$ cat src/rtl/panic_deframer_pkg.sv
// Descriptor field map (the panic_define.v field layout) and shared helpers for
// the PANIC deframer. The `PANIC_DESC_* macros describe where the descriptor
// fields sit in the first beat of a packet.

`ifndef PANIC_DEFINE_V
`define PANIC_DEFINE_V
`define PANIC_DESC_WIDTH    64
`define PANIC_DESC_LEN_OF   0
`define PANIC_DESC_LEN_SIZE 16
`define PANIC_DESC_DROP_OF  16
`endif

package panic_deframer_pkg;

    localparam int unsigned DescWidth   = `PANIC_DESC_WIDTH;
    localparam int unsigned DescLenOf   = `PANIC_DESC_LEN_OF;
    localparam int unsigned DescLenSize = `PANIC_DESC_LEN_SIZE;
    localparam int unsigned DescDropOf  = `PANIC_DESC_DROP_OF;

    // Drop flag carried in the descriptor.
    function automatic logic desc_drop(input logic [DescWidth-1:0] desc);
        return desc[DescDropOf];
    endfunction

    // Expected payload length in bytes carried in the descriptor.
    function automatic logic [DescLenSize-1:0] desc_len(input logic [DescWidth-1:0] desc);
        return desc[DescLenOf +: DescLenSize];
    endfunction

endpackage

$ cat src/rtl/panic_desc_reg.sv
// One-entry valid/ready register holding the most recently extracted
// descriptor. Accepts a new entry in the same cycle the held one drains.

module panic_desc_reg #(
    parameter int unsigned DATA_WIDTH = 64,
    parameter int unsigned USER_WIDTH = 1
) (
    input  logic                  clk,
    input  logic                  rst,
    input  logic [DATA_WIDTH-1:0] in_data,
    input  logic [USER_WIDTH-1:0] in_user,
    input  logic                  in_valid,
    output logic                  in_ready,
    output logic [DATA_WIDTH-1:0] out_data,
    output logic [USER_WIDTH-1:0] out_user,
    output logic                  out_valid,
    input  logic                  out_ready
);

    logic                  valid_q, valid_d;
    logic [DATA_WIDTH-1:0] data_q, data_d;
    logic [USER_WIDTH-1:0] user_q, user_d;

    assign in_ready  = !valid_q || out_ready;
    assign out_data  = data_q;
    assign out_user  = user_q;
    assign out_valid = valid_q;

    // Load on an input handshake, otherwise empty once the consumer takes the entry.
    always_comb begin
        valid_d = valid_q;
        data_d  = data_q;
        user_d  = user_q;
        if (in_valid && in_ready) begin
            valid_d = 1'b1;
            data_d  = in_data;
            user_d  = in_user;
        end else if (out_ready) begin
            valid_d = 1'b0;
        end
    end

    // Entry storage with asynchronous clear.
    always_ff @(posedge clk or posedge rst) begin
        if (rst) begin
            valid_q <= 1'b0;
            data_q  <= '0;
            user_q  <= '0;
        end else begin
            valid_q <= valid_d;
            data_q  <= data_d;
            user_q  <= user_d;
        end
    end

endmodule

$ cat src/rtl/panic_deframer.sv
// PANIC deframer: splits each crossbar packet into a descriptor (first beat)
// and a payload stream (remaining beats), or discards the payload when the
// descriptor's drop flag is set. Defining PANIC_DEFRAMER_LEN_CHECK_EN adds a
// payload byte counter that flags length mismatches on stat_len_err.

module panic_deframer
    import panic_deframer_pkg::*;
#(
    parameter int unsigned SWITCH_DATA_WIDTH = 512,
    parameter int unsigned SWITCH_KEEP_WIDTH = SWITCH_DATA_WIDTH / 8,
    parameter int unsigned SWITCH_DEST_WIDTH = 3,
    parameter int unsigned SWITCH_USER_WIDTH = 1,
    parameter int unsigned LEN_WIDTH         = 16
) (
    input  logic                         clk,
    input  logic                         rst,

    input  logic [SWITCH_DATA_WIDTH-1:0] s_axis_tdata,
    input  logic [SWITCH_KEEP_WIDTH-1:0] s_axis_tkeep,
    input  logic                         s_axis_tvalid,
    output logic                         s_axis_tready,
    input  logic                         s_axis_tlast,
    input  logic [SWITCH_DEST_WIDTH-1:0] s_axis_tdest,
    input  logic [SWITCH_USER_WIDTH-1:0] s_axis_tuser,

    output logic [`PANIC_DESC_WIDTH-1:0] m_desc_tdata,
    output logic                         m_desc_tvalid,
    input  logic                         m_desc_tready,
    output logic [SWITCH_USER_WIDTH-1:0] m_desc_tuser,

    output logic [SWITCH_DATA_WIDTH-1:0] m_data_axis_tdata,
    output logic [SWITCH_KEEP_WIDTH-1:0] m_data_axis_tkeep,
    output logic                         m_data_axis_tvalid,
    input  logic                         m_data_axis_tready,
    output logic                         m_data_axis_tlast,

    output logic                         stat_drop,
    output logic                         stat_len_err,
    output logic [31:0]                  stat_pkt_cnt
);

    typedef enum logic [1:0] {
        StHead    = 2'd0,
        StData    = 2'd1,
        StDiscard = 2'd2
    } state_e;

    state_e         state_q, state_d;
    logic           stat_drop_q, stat_drop_d;
    logic [31:0]    pkt_cnt_q, pkt_cnt_d;

    logic [DescWidth-1:0] head_desc;
    logic                 desc_in_valid;
    logic                 desc_in_ready;
    logic                 s_hs;

    assign head_desc     = s_axis_tdata[DescWidth-1:0];
    assign desc_in_valid = (state_q == StHead) && s_axis_tvalid;
    assign s_hs          = s_axis_tvalid && s_axis_tready;

    panic_desc_reg #(
        .DATA_WIDTH (DescWidth),
        .USER_WIDTH (SWITCH_USER_WIDTH)
    ) u_desc_reg (
        .clk       (clk),
        .rst       (rst),
        .in_data   (head_desc),
        .in_user   (s_axis_tuser),
        .in_valid  (desc_in_valid),
        .in_ready  (desc_in_ready),
        .out_data  (m_desc_tdata),
        .out_user  (m_desc_tuser),
        .out_valid (m_desc_tvalid),
        .out_ready (m_desc_tready)
    );

    // Payload is a straight wire-through; only tvalid is gated by the state.
    assign m_data_axis_tdata  = s_axis_tdata;
    assign m_data_axis_tkeep  = s_axis_tkeep;
    assign m_data_axis_tlast  = s_axis_tlast;
    assign m_data_axis_tvalid = (state_q == StData) && s_axis_tvalid;

    // Input backpressure follows whichever sink owns the current beat.
    always_comb begin
        s_axis_tready = 1'b0;
        unique case (state_q)
            StHead:    s_axis_tready = desc_in_ready;
            StData:    s_axis_tready = m_data_axis_tready;
            StDiscard: s_axis_tready = 1'b1;
            default:   s_axis_tready = 1'b0;
        endcase
    end

    // Next-state, drop pulse and delivered-descriptor count.
    always_comb begin
        state_d     = state_q;
        stat_drop_d = 1'b0;
        pkt_cnt_d   = pkt_cnt_q + {31'd0, (m_desc_tvalid && m_desc_tready)};
        unique case (state_q)
            StHead: begin
                if (s_hs && !s_axis_tlast) begin
                    if (desc_drop(head_desc)) begin
                        state_d     = StDiscard;
                        stat_drop_d = 1'b1;
                    end else begin
                        state_d = StData;
                    end
                end
            end
            StData, StDiscard: begin
                if (s_hs && s_axis_tlast) begin
                    state_d = StHead;
                end
            end
            default: state_d = StHead;
        endcase
    end

    // Parser state and statistics registers.
    always_ff @(posedge clk or posedge rst) begin
        if (rst) begin
            state_q     <= StHead;
            stat_drop_q <= 1'b0;
            pkt_cnt_q   <= '0;
        end else begin
            state_q     <= state_d;
            stat_drop_q <= stat_drop_d;
            pkt_cnt_q   <= pkt_cnt_d;
        end
    end

    assign stat_drop    = stat_drop_q;
    assign stat_pkt_cnt = pkt_cnt_q;

`ifdef PANIC_DEFRAMER_LEN_CHECK_EN
    logic [LEN_WIDTH-1:0] len_cnt_q, len_cnt_d;
    logic [LEN_WIDTH-1:0] exp_len_q, exp_len_d;
    logic [LEN_WIDTH-1:0] beat_bytes;
    logic [LEN_WIDTH-1:0] final_cnt;
    logic                 len_err_q, len_err_d;

    // Bytes enabled on the current beat.
    always_comb begin
        beat_bytes = '0;
        for (int i = 0; i < SWITCH_KEEP_WIDTH; i++) begin
            beat_bytes = beat_bytes + LEN_WIDTH'(s_axis_tkeep[i]);
        end
    end

    // Count payload bytes (wrapping) and compare against the descriptor on tlast.
    always_comb begin
        len_cnt_d = len_cnt_q;
        exp_len_d = exp_len_q;
        len_err_d = 1'b0;
        final_cnt = len_cnt_q + beat_bytes;
        if (state_q == StHead && s_hs && !s_axis_tlast && !desc_drop(head_desc)) begin
            exp_len_d = LEN_WIDTH'(desc_len(head_desc));
            len_cnt_d = '0;
        end
        if (state_q == StData && s_hs) begin
            if (s_axis_tlast) begin
                len_err_d = (final_cnt != exp_len_q);
                len_cnt_d = '0;
            end else begin
                len_cnt_d = final_cnt;
            end
        end
    end

    // Length checker registers.
    always_ff @(posedge clk or posedge rst) begin
        if (rst) begin
            len_cnt_q <= '0;
            exp_len_q <= '0;
            len_err_q <= 1'b0;
        end else begin
            len_cnt_q <= len_cnt_d;
            exp_len_q <= exp_len_d;
            len_err_q <= len_err_d;
        end
    end

    assign stat_len_err = len_err_q;

    logic unused_sink;
    assign unused_sink = ^s_axis_tdest;
`else
    assign stat_len_err = 1'b0;

    // Routing tag and counter width have no consumer in this build.
    logic unused_sink;
    assign unused_sink = ^{s_axis_tdest, LEN_WIDTH};
`endif

endmodule

$ cat config.mk
export PLATFORM = sky130hd
export DESIGN_NAME = panic_deframer
export DESIGN_NICKNAME = d
export VERILOG_FILES = /design/src/rtl/panic_deframer_pkg.sv /design/src/rtl/panic_desc_reg.sv /design/src/rtl/panic_deframer.sv
export SDC_FILE = /design/constraint.sdc
export NUM_CORES = 1
export LEC_CHECK = 0
export BUFFER_PORTS_ARGS = -buffer_cell sky130_fd_sc_hd__buf_2
export CELL_PAD_IN_SITES_DETAIL_PLACEMENT = 1
export CELL_PAD_IN_SITES_GLOBAL_PLACEMENT = 2
export CORE_AREA = 4 4 490 492
export CTS_BUF_LIST = sky130_fd_sc_hd__clkbuf_8
export DETAILED_ROUTE_END_ITERATION = 8
export DIE_AREA = 0 0 494 496
export PLACE_DENSITY = 0.31
export SKIP_CTS_REPAIR_TIMING = 1
export SLEW_MARGIN = 20
export SYNTH_ARGS = -nofsm -noshare
export SYNTH_HDL_FRONTEND = slang
export SYNTH_SLANG_ARGS = --single-unit
$ cat constraint.sdc
create_clock -name clk -period 7.1 [get_ports clk]
set_input_delay 0.355 -clock clk [delete_from_list [all_inputs] [get_ports clk]]
set_output_delay 0.355 -clock clk [all_outputs]
set_load 0.05 [all_outputs]
==> qor.csv, run 1 <==
stage,metric,value,unit
synthesis,synth_warnings,0,
die,die_area,245000,um2
synthesis,synthSimpleGateAreaFrac,0.0497,
synthesis,synth_adder_area_share,0.00888,
timing,hold_violations,0,
critical_path,reg2reg_slack,4.55,ns
timing,fin_setup_tns,0,ns
cts,ctsRootBufferMaster,clkbuf_8,
cts,clkTransAtPathRegs,0.17,ns
detailed_routing,final_antenna_net_count,0,
detailed_routing,dr.pass1.iters,4,
synthesis,netlist_area,8450,um2
synthesis,avgSynthCellArea,9.79,um2
timing,fin_crit_sh,0.360,
timing,max_freq,0.391,GHz
global_route,overflow,0,
critical_path,end_kind,flip-flop,
synthesis,netlist_instances,863,
placed_design,gp_congestion,0.655,
cts,cts-buffers-inserted,9,
critical_path,crit_type,reg2reg,
global_route,grt_util_all_layers,0.0668,
placed_design,place_hpwl,77.6,mm
pwr,p_leak,0.00305,uW
timing,min_period,2.55,ns
die,core,235000,um2
die,io_pins,1265,
final_layout,nNetsFinal,1133,
detailed_routing,post-route-drc-count,0,
critical_path,cp.arrival,2.94,ns
final_layout,drive_gt1_frac,0.606,
placed_design,placed_area,9240,um2
final_layout,layout_common_cells,"236 x buf_2, 101 x dfrtp_1, 64 x mux2_2",
timing,relSlewSlack,0.504,
placed_design,dpl.cell_count,3667,
global_route,antenna_found_initial,32,
critical_path,required,7.48,ns
detailed_routing,wl_per_cell,23.2,um
synthesis,yosysSeqAreaShare,0.299,
cts,htree_levels,3,
detailed_routing,via_count,4459,
critical_path,cp_top_family,buffers and inverters,
critical_path,cp_slowest_cell,nand3_4,
pwr,pwr_density_cell,320,nW/um2
timing,worst_slew_pin_slew,0.744,ns
placed_design,numPortBuffers,236,
synthesis,synth_compound_area_frac,0.00518,
detailed_routing,via_per_inst,1.21,
run_status,status,completed,
critical_path,path_buf_inv,2,
critical_path,critPathMaxStageDelay,0.57,ns
global_route,grt_pass1_vias,4697,
detailed_routing,drt_wl_total,86.0,mm
critical_path,critPathMaxFanout,35,
synthesis,synth_top_family_by_area,buffers and inverters,
global_route,grt_start_max_net_pins,65,
final_layout,layout_commonest_cell,buf_2,
detailed_routing,drtIter0Drc,194,
final_layout,stdcell_area,9600,um2
die,rows,178,
cts,cts_tree,yes,
die,die_y,496,um
synthesis,muxShareOfSynthArea,0.0853,
flow_run,cap_violations,0,
pwr,peakVddDrop,0.000132,V
final_layout,layout-area-overhead-vs-synth,13.6,%
synthesis,synth-main-ff-cell,dfrtp_1,
timing,setup_viol,0,
final_layout,instances_no_fill,3700,
cts,cts_buffer_depth,2,
synthesis,synth-xor-area-share,0.0311,
synthesis,syn_nets,1455,
synthesis,synth-async-reset-ratio,1.00,
die,die_w,494,um
synthesis,yosysUniqueCellTypes,35,
die,start_util,0.0359,
critical_path,cp_cell_sequence,inv_1 > ha_1 > nand3_4 > buf_4 > mux2_2,
timing,timing.final.max_slew_violations,0,
synthesis,synth_edf_count,0,
worst_hold_path,hold_class,in2reg,
timing,rsz0062_at_grt,false,
cts,clock_latency,0.55,ns
global_route,grt_pass1_wl,95.8,mm
timing,fin_worst_skew,0.0453,ns
synthesis,ys_ff_latch,101,
cts,cts.sinks,101,
critical_path,worst_setup_path_start_kind,flip-flop,
[cells by family (layout without fill, tap and decap cells)]
family,after synthesis,after routing
DFF,101,101
buffers and inverters,592,275
AOI/OAI and AO/OA,5,5
adders and majority gates,6,6
other,1,5
muxes,64,64
and+or+nand+nor,64,64
xor gates and xnor gates,30,30
[registers in the layout, indices dropped and copies added, names as in the netlist]
signal / count
stat_pkt_cnt: 32
state_q: 2
u_desc_reg.out_valid: 1
u_desc_reg.out_user: 1
u_desc_reg.out_data: 64
stat_drop: 1
[Yosys cell counts, types with 2 or more instances]
cell type,instances,area share
buf_4,578,0.51
dfrtp_1,101,0.30
mux2_2,64,0.085
xnor2_1,19,0.020
nand2_1,16,0.0071
nand3_1,13,0.0077
xor2_1,11,0.011
nor2_1,8,0.0036
inv_1,7,0.0031
ha_1,6,0.0089
buf_2,4,0.0024
nand4_1,4,0.0030
and2_1,3,0.0022
and3_1,3,0.0022
buf_1,3,0.0013
a32o_1,2,0.0024
nand4_4,2,0.0050
nor4_4,2,0.0050
[per-stage QoR]
stage	hold slack, ns	util	setup WS, ns	total power, uW
after global placement	0.461	0.0393	4.41	2610
final	0.0863	0.0408	4.55	3070
after detailed placement	0.463	0.0393	4.40	2610
after floorplan	0.477	-	4.10	2920
after CTS	-0.240	0.0402	4.42	3210
after global routing	0.000480	0.0408	4.31	3270
[per-layer routing]
| metal | track usage | up-vias | part of all wire |
|---|---|---|---|
| li1 | - | 1508 | - |
| met1 | 0.0273 | 1788 | 0.14 |
| met2 | 0.0915 | 729 | 0.40 |
| met3 | 0.113 | 396 | 0.36 |
| met4 | 0.0574 | 38 | 0.089 |
| met5 | 0.0141 | - | 0.0083 |
[final cells by class]
type / instances / area (um2)
clock inverters: 7 / 93.8
repair buffers: 252 / 1330
clock buffers: 9 / 124
flip-flops and latches: 101 / 2530
multi-input cells: 170 / 1540
well taps: 3150 / 3940
inverters: 7 / 31.3
fillers: 28100 / 226000
diodes: 4 / 10.0
[report_power, final]
part           total, uW  leakage (uW)  internal (uW)  switching (uW)
combinational       1650       0.00170            426            1220
clock                515      0.000108            147             368
sequential           907       0.00125            788             119
total               3070       0.00305           1360            1710
[path summary, 6_finish.rpt]
check                                      startpoint                                  end  cells past startpoint
min                                  s_axis_tdata[12]  u_desc_reg.out_data[12]$_DFFE_PP0P_                      2
max in group asynchronous                         rst  u_desc_reg.out_data[58]$_DFFE_PP0P_                      4
max                            state_q[0]$_DFFE_PP0P_  u_desc_reg.out_data[29]$_DFFE_PP0P_                      5
min reg2reg                stat_pkt_cnt[31]$_DFF_PP0_           stat_pkt_cnt[31]$_DFF_PP0_                      1
min in group asynchronous                         rst  u_desc_reg.out_data[23]$_DFFE_PP0P_                      3
max reg2reg                    state_q[0]$_DFFE_PP0P_  u_desc_reg.out_data[29]$_DFFE_PP0P_                      5
Power figures use the tool's default switching activity.
==> run 2, diff against run 1 <==
--- a/config.mk
+++ b/config.mk
@@ -5,13 +5,14 @@
 export SDC_FILE = /design/constraint.sdc
 export NUM_CORES = 1
 export LEC_CHECK = 0
+export ABC_AREA = 1
 export BUFFER_PORTS_ARGS = -buffer_cell sky130_fd_sc_hd__buf_2
 export CELL_PAD_IN_SITES_DETAIL_PLACEMENT = 1
 export CELL_PAD_IN_SITES_GLOBAL_PLACEMENT = 2
-export CORE_AREA = 4 4 490 492
+export CORE_AREA = 4 4 487 489
 export CTS_BUF_LIST = sky130_fd_sc_hd__clkbuf_8
 export DETAILED_ROUTE_END_ITERATION = 8
-export DIE_AREA = 0 0 494 496
+export DIE_AREA = 0 0 491 493
 export PLACE_DENSITY = 0.31
 export SKIP_CTS_REPAIR_TIMING = 1
 export SLEW_MARGIN = 20
==> constraint.sdc (replaced) <==
create_clock -name clk -period 2.7 [get_ports clk]
set_input_delay 0.135 -clock clk [delete_from_list [all_inputs] [get_ports clk]]
set_output_delay 0.135 -clock clk [all_outputs]
set_load 0.05 [all_outputs]
==> run 2 against run 1 <==
Against the previous run:
- critical path depth grew 1
- critical endpoint is now s_axis_tready
- largest cell class unchanged
- total power grew to 2.7 times the previous value
- clock-buffer cell count unchanged
- flip-flop and latch count unchanged
- worst hold slack worse by 0.073 ns
- register-to-register slack lost 4.0 ns
- die area fell by 1.2%
- cell count up 1.1%
==> qor.csv, run 2 <==
stage,metric,value,unit,change
critical_path,end_kind,primary output,,was flip-flop
detailed_routing,wl_per_cell,24.0,um,was 23.2 um
detailed_routing,drtIter0Drc,265,,was 194
cts,cts-buffers-inserted,9,,unchanged
cts,ctsRootBufferMaster,clkbuf_8,,unchanged
detailed_routing,final_antenna_net_count,0,,unchanged
placed_design,dpl.cell_count,3654,,"was 3,667"
final_layout,nNetsFinal,1282,,"was 1,133"
critical_path,cp_cell_sequence,inv_1 > ha_1 > nand2_1 > a21oi_1 > buf_4 > buf_2,,was inv_1 > ha_1 > nand3_4 > buf_4 > mux2_2
synthesis,synth-async-reset-ratio,1.00,,unchanged
cts,clock_latency,0.51,ns,was 0.55 ns
timing,holdWs,0.0133,ns,was 0.0863 ns
critical_path,cp_slowest_cell,dfrtp_1,,was nand3_4
global_route,grt_start_max_net_pins,51,,was 65
critical_path,crit_type,reg2out,,was reg2reg
worst_hold_path,hp-start,s_axis_tdata[16],,was s_axis_tdata[12]
detailed_routing,via_per_inst,1.38,,was 1.21
cts,clkTransAtPathRegs,0.16,ns,was 0.17 ns
die,core,232000,um2,"was 235,000 um2"
die,die_w,491,um,was 494 um
timing,fin_crit_sh,0.866,,
timing,relSlewSlack,0.573,,was 0.504
global_route,overflow,0,,unchanged
final_layout,drive_gt1_frac,0.495,,was 0.606
detailed_routing,drt_wl_total,89.7,mm,was 86.0 mm
global_route,grt_util_all_layers,0.0707,,was 0.0668
critical_path,critPathLaunch,state_q[0]$_DFFE_PP0P_,,unchanged
placed_design,numPortBuffers,236,,unchanged
critical_path,cp_top_family,buffers and inverters,,unchanged
critical_path,critPathMaxFanout,5,,was 35
global_route,grt_pass1_vias,5302,,"was 4,697"
final_layout,layout-area-overhead-vs-synth,18.8,%,was 13.6%
worst_hold_path,hold_class,in2reg,,unchanged
synthesis,netlist_area,8710,um2,was 8450 um2
timing,rsz0062_at_grt,false,,unchanged
synthesis,netlist_instances,947,,was 863
synthesis,yosysSeqAreaShare,0.290,,was 0.299
synthesis,synth_top_area_cell,buf_4,,unchanged
critical_path,required,2.57,ns,was 7.48 ns
placed_design,gp_congestion,0.702,,was 0.655
synthesis,synth.most_common_cell,buf_4,,unchanged
synthesis,ys_ff_latch,101,,unchanged
detailed_routing,post-route-drc-count,0,,unchanged
run_status,status,completed,,unchanged
placed_design,place_hpwl,81.6,mm,was 77.6 mm
critical_path,path_buf_inv,3,,was 2
pwr,pwr-share-comb,0.559,,was 0.537
synthesis,syn_nets,1539,,"was 1,455"
final_layout,largest_register_ffs,64,,unchanged
die,rows,177,,was 178
die,start_util,0.0375,,was 0.0359
timing,worst_slew_pin_slew,0.641,ns,was 0.744 ns
cts,cts_buffer_depth,2,,unchanged
critical_path,r2r-start,u_desc_reg.out_valid$_DFFE_PP0P_,,was state_q[0]$_DFFE_PP0P_
critical_path,worst_setup_path_start_kind,flip-flop,,unchanged
flow_run,cap_violations,0,,unchanged
cts,cts.sinks,101,,unchanged
placed_design,placed_area,9450,um2,was 9240 um2
timing,timing.final.max_slew_violations,0,,unchanged
pwr,switchingPower,4550,uW,was 1710 uW
final_layout,fin_util,0.0446,,was 0.0408
synthesis,synthTopCellsByCount,"578 x buf_4, 101 x dfrtp_1, 66 x nand2_1",,"was 578 x buf_4, 101 x dfrtp_1, 64 x mux2_2"
cts,htree_levels,3,,unchanged
synthesis,synth-main-ff-cell,dfrtp_1,,unchanged
timing,min_period,2.34,ns,
timing,fin_setup_tns,0,ns,unchanged
pwr,p_sw_frac,0.554,,was 0.557
pwr,power_frac_clock,0.151,,was 0.168
die,io_pins,1265,,unchanged
pwr,p_leak,0.00338,uW,was 0.00305 uW
synthesis,netlist.area_leader.share,0.498,,was 0.513
critical_path,cp.arrival,2.20,ns,was 2.94 ns
pwr,peakVddDrop,0.000266,V,was 0.000132 V
timing,max_freq,0.428,GHz,
die,die_area,242000,um2,"was 245,000 um2"
final_layout,layout_common_cells,"236 x buf_2, 101 x dfrtp_1, 68 x dlygate4sd3_1",,"was 236 x buf_2, 101 x dfrtp_1, 64 x mux2_2"
global_route,antenna_found_initial,28,,was 32
detailed_routing,via_count,5160,,"was 4,459"
cts,cts_tree,yes,,unchanged
final_layout,instances_no_fill,3741,,"was 3,700"
timing,setup_viol,0,,unchanged
final_layout,stdcell_area,10400,um2,was 9600 um2
synthesis,yosysUniqueCellTypes,28,,was 35
synthesis,synth_area_leaders,"buf_4 50%, dfrtp_1 29%, mux2_2 8.1%",,"was buf_4 51%, dfrtp_1 30%, mux2_2 8.5%"
synthesis,synth_warnings,0,,unchanged
critical_path,critPathMaxStageDelay,0.46,ns,was 0.57 ns
synthesis,synth_edf_count,0,,unchanged
pwr,pwr_density_cell,794,nW/um2,was 320 nW/um2
pwr,internal_power,3660,uW,was 1360 uW
pwr,seqPwrFrac,0.290,,was 0.295
die,die_y,493,um,was 496 um
detailed_routing,dr.pass1.iters,4,,unchanged
final_layout,layout_commonest_cell,buf_2,,unchanged
global_route,grt_pass1_wl,102,mm,was 95.8 mm
timing,fin_worst_skew,0.0455,ns,was 0.0453 ns
synthesis,avgSynthCellArea,9.20,um2,was 9.79 um2
timing,hold_violations,0,,unchanged
-- run 2: changes by cell type after synthesis, sizes merged, moves of 2 or more --
| cell | delta |
|---|---|
| nand2 | +51 |
| nor2 | +27 |
| inv | +18 |
| nor3 | +12 |
| xnor2 | -12 |
| xor2 | +8 |
| nand3 | -6 |
| and2 | -4 |
| and3 | -4 |
| a21oi | +3 |
| a32o | -2 |
| nand3b | +2 |
| nor4 | -2 |
-- run 2: power groups by stage --
stage | registers, uW | clock network (uW) | logic (uW)
2_1_floorplan | 4330 | 0 | 3370
3_3_place_gp | 2410 | 0 | 4610
3_5_place_dp | 2430 | 0 | 4600
4_1_cts | 2390 | 1420 | 4610
5_1_grt | 2470 | 1430 | 4830
6_report | 2380 | 1240 | 4590
-- run 2: worst reg2reg max path: stages, from the launching register on --
cell and delay (ns):
dfrtp_1 0.40, nand2_1 0.06, buf_4 0.16, inv_1 0.08
ha_1 0.22, ha_1 0.23, nand3_2 0.13, buf_4 0.19
nor3_1 0.26, nand2_1 0.11, xor2_1 0.15
-- run 2: cell families after synthesis --
kind of cell | share of synthesized area
AOI/OAI and AO/OA | 0.00359
xor gates and xnor gates | 0.0261
adders and majority gates | 0.00862
buffers and inverters | 0.516
DFF | 0.290
muxes | 0.0827
other | 0.000430
and+or+nand+nor | 0.0728
-- run 2: worst paths after layout --
kind                                                            end  slack [ns]  depth (start not counted)
worst min register to register  u_desc_reg.out_data[30]$_DFFE_PP0P_        0.50                          1
min in group asynchronous       u_desc_reg.out_data[46]$_DFFE_PP0P_        0.24                          3
worst max-delay path                                  s_axis_tready        0.36                          6
worst max register to register           stat_pkt_cnt[24]$_DFF_PP0_        0.58                         10
worst min-delay path                         state_q[0]$_DFFE_PP0P_        0.01                          4
max in group asynchronous       u_desc_reg.out_data[15]$_DFFE_PP0P_        1.70                          4
-- run 2: routing by layer --
metal / vias up / track usage / part of all wire
met4: 20 / 0.0551 / 0.086
met3: 368 / 0.0970 / 0.29
li1: 1863 / - / -
met2: 725 / 0.104 / 0.42
met1: 2184 / 0.0391 / 0.20
met5: - / 0.00450 / 0.0027
-- run 2: cell type report --
cell class,instances,area (um2)
fill,27600,222000
tap,3043,3810
sequential,101,2530
timing repair buffer,317,2000
multi-input combinational,236,1700
clock buffer,9,124
inverter,25,97.6
clock inverter,7,91.3
antenna,3,7.51
-- run 2: stage by stage --
step / power (uW) / setup slack [ns]
after floorplan: 7700 / 0.727
after global routing: 8730 / 0.0981
after global placement: 7010 / 0.500
after detailed placement: 7030 / 0.549
final: 8220 / 0.361
after CTS: 8410 / 0.106
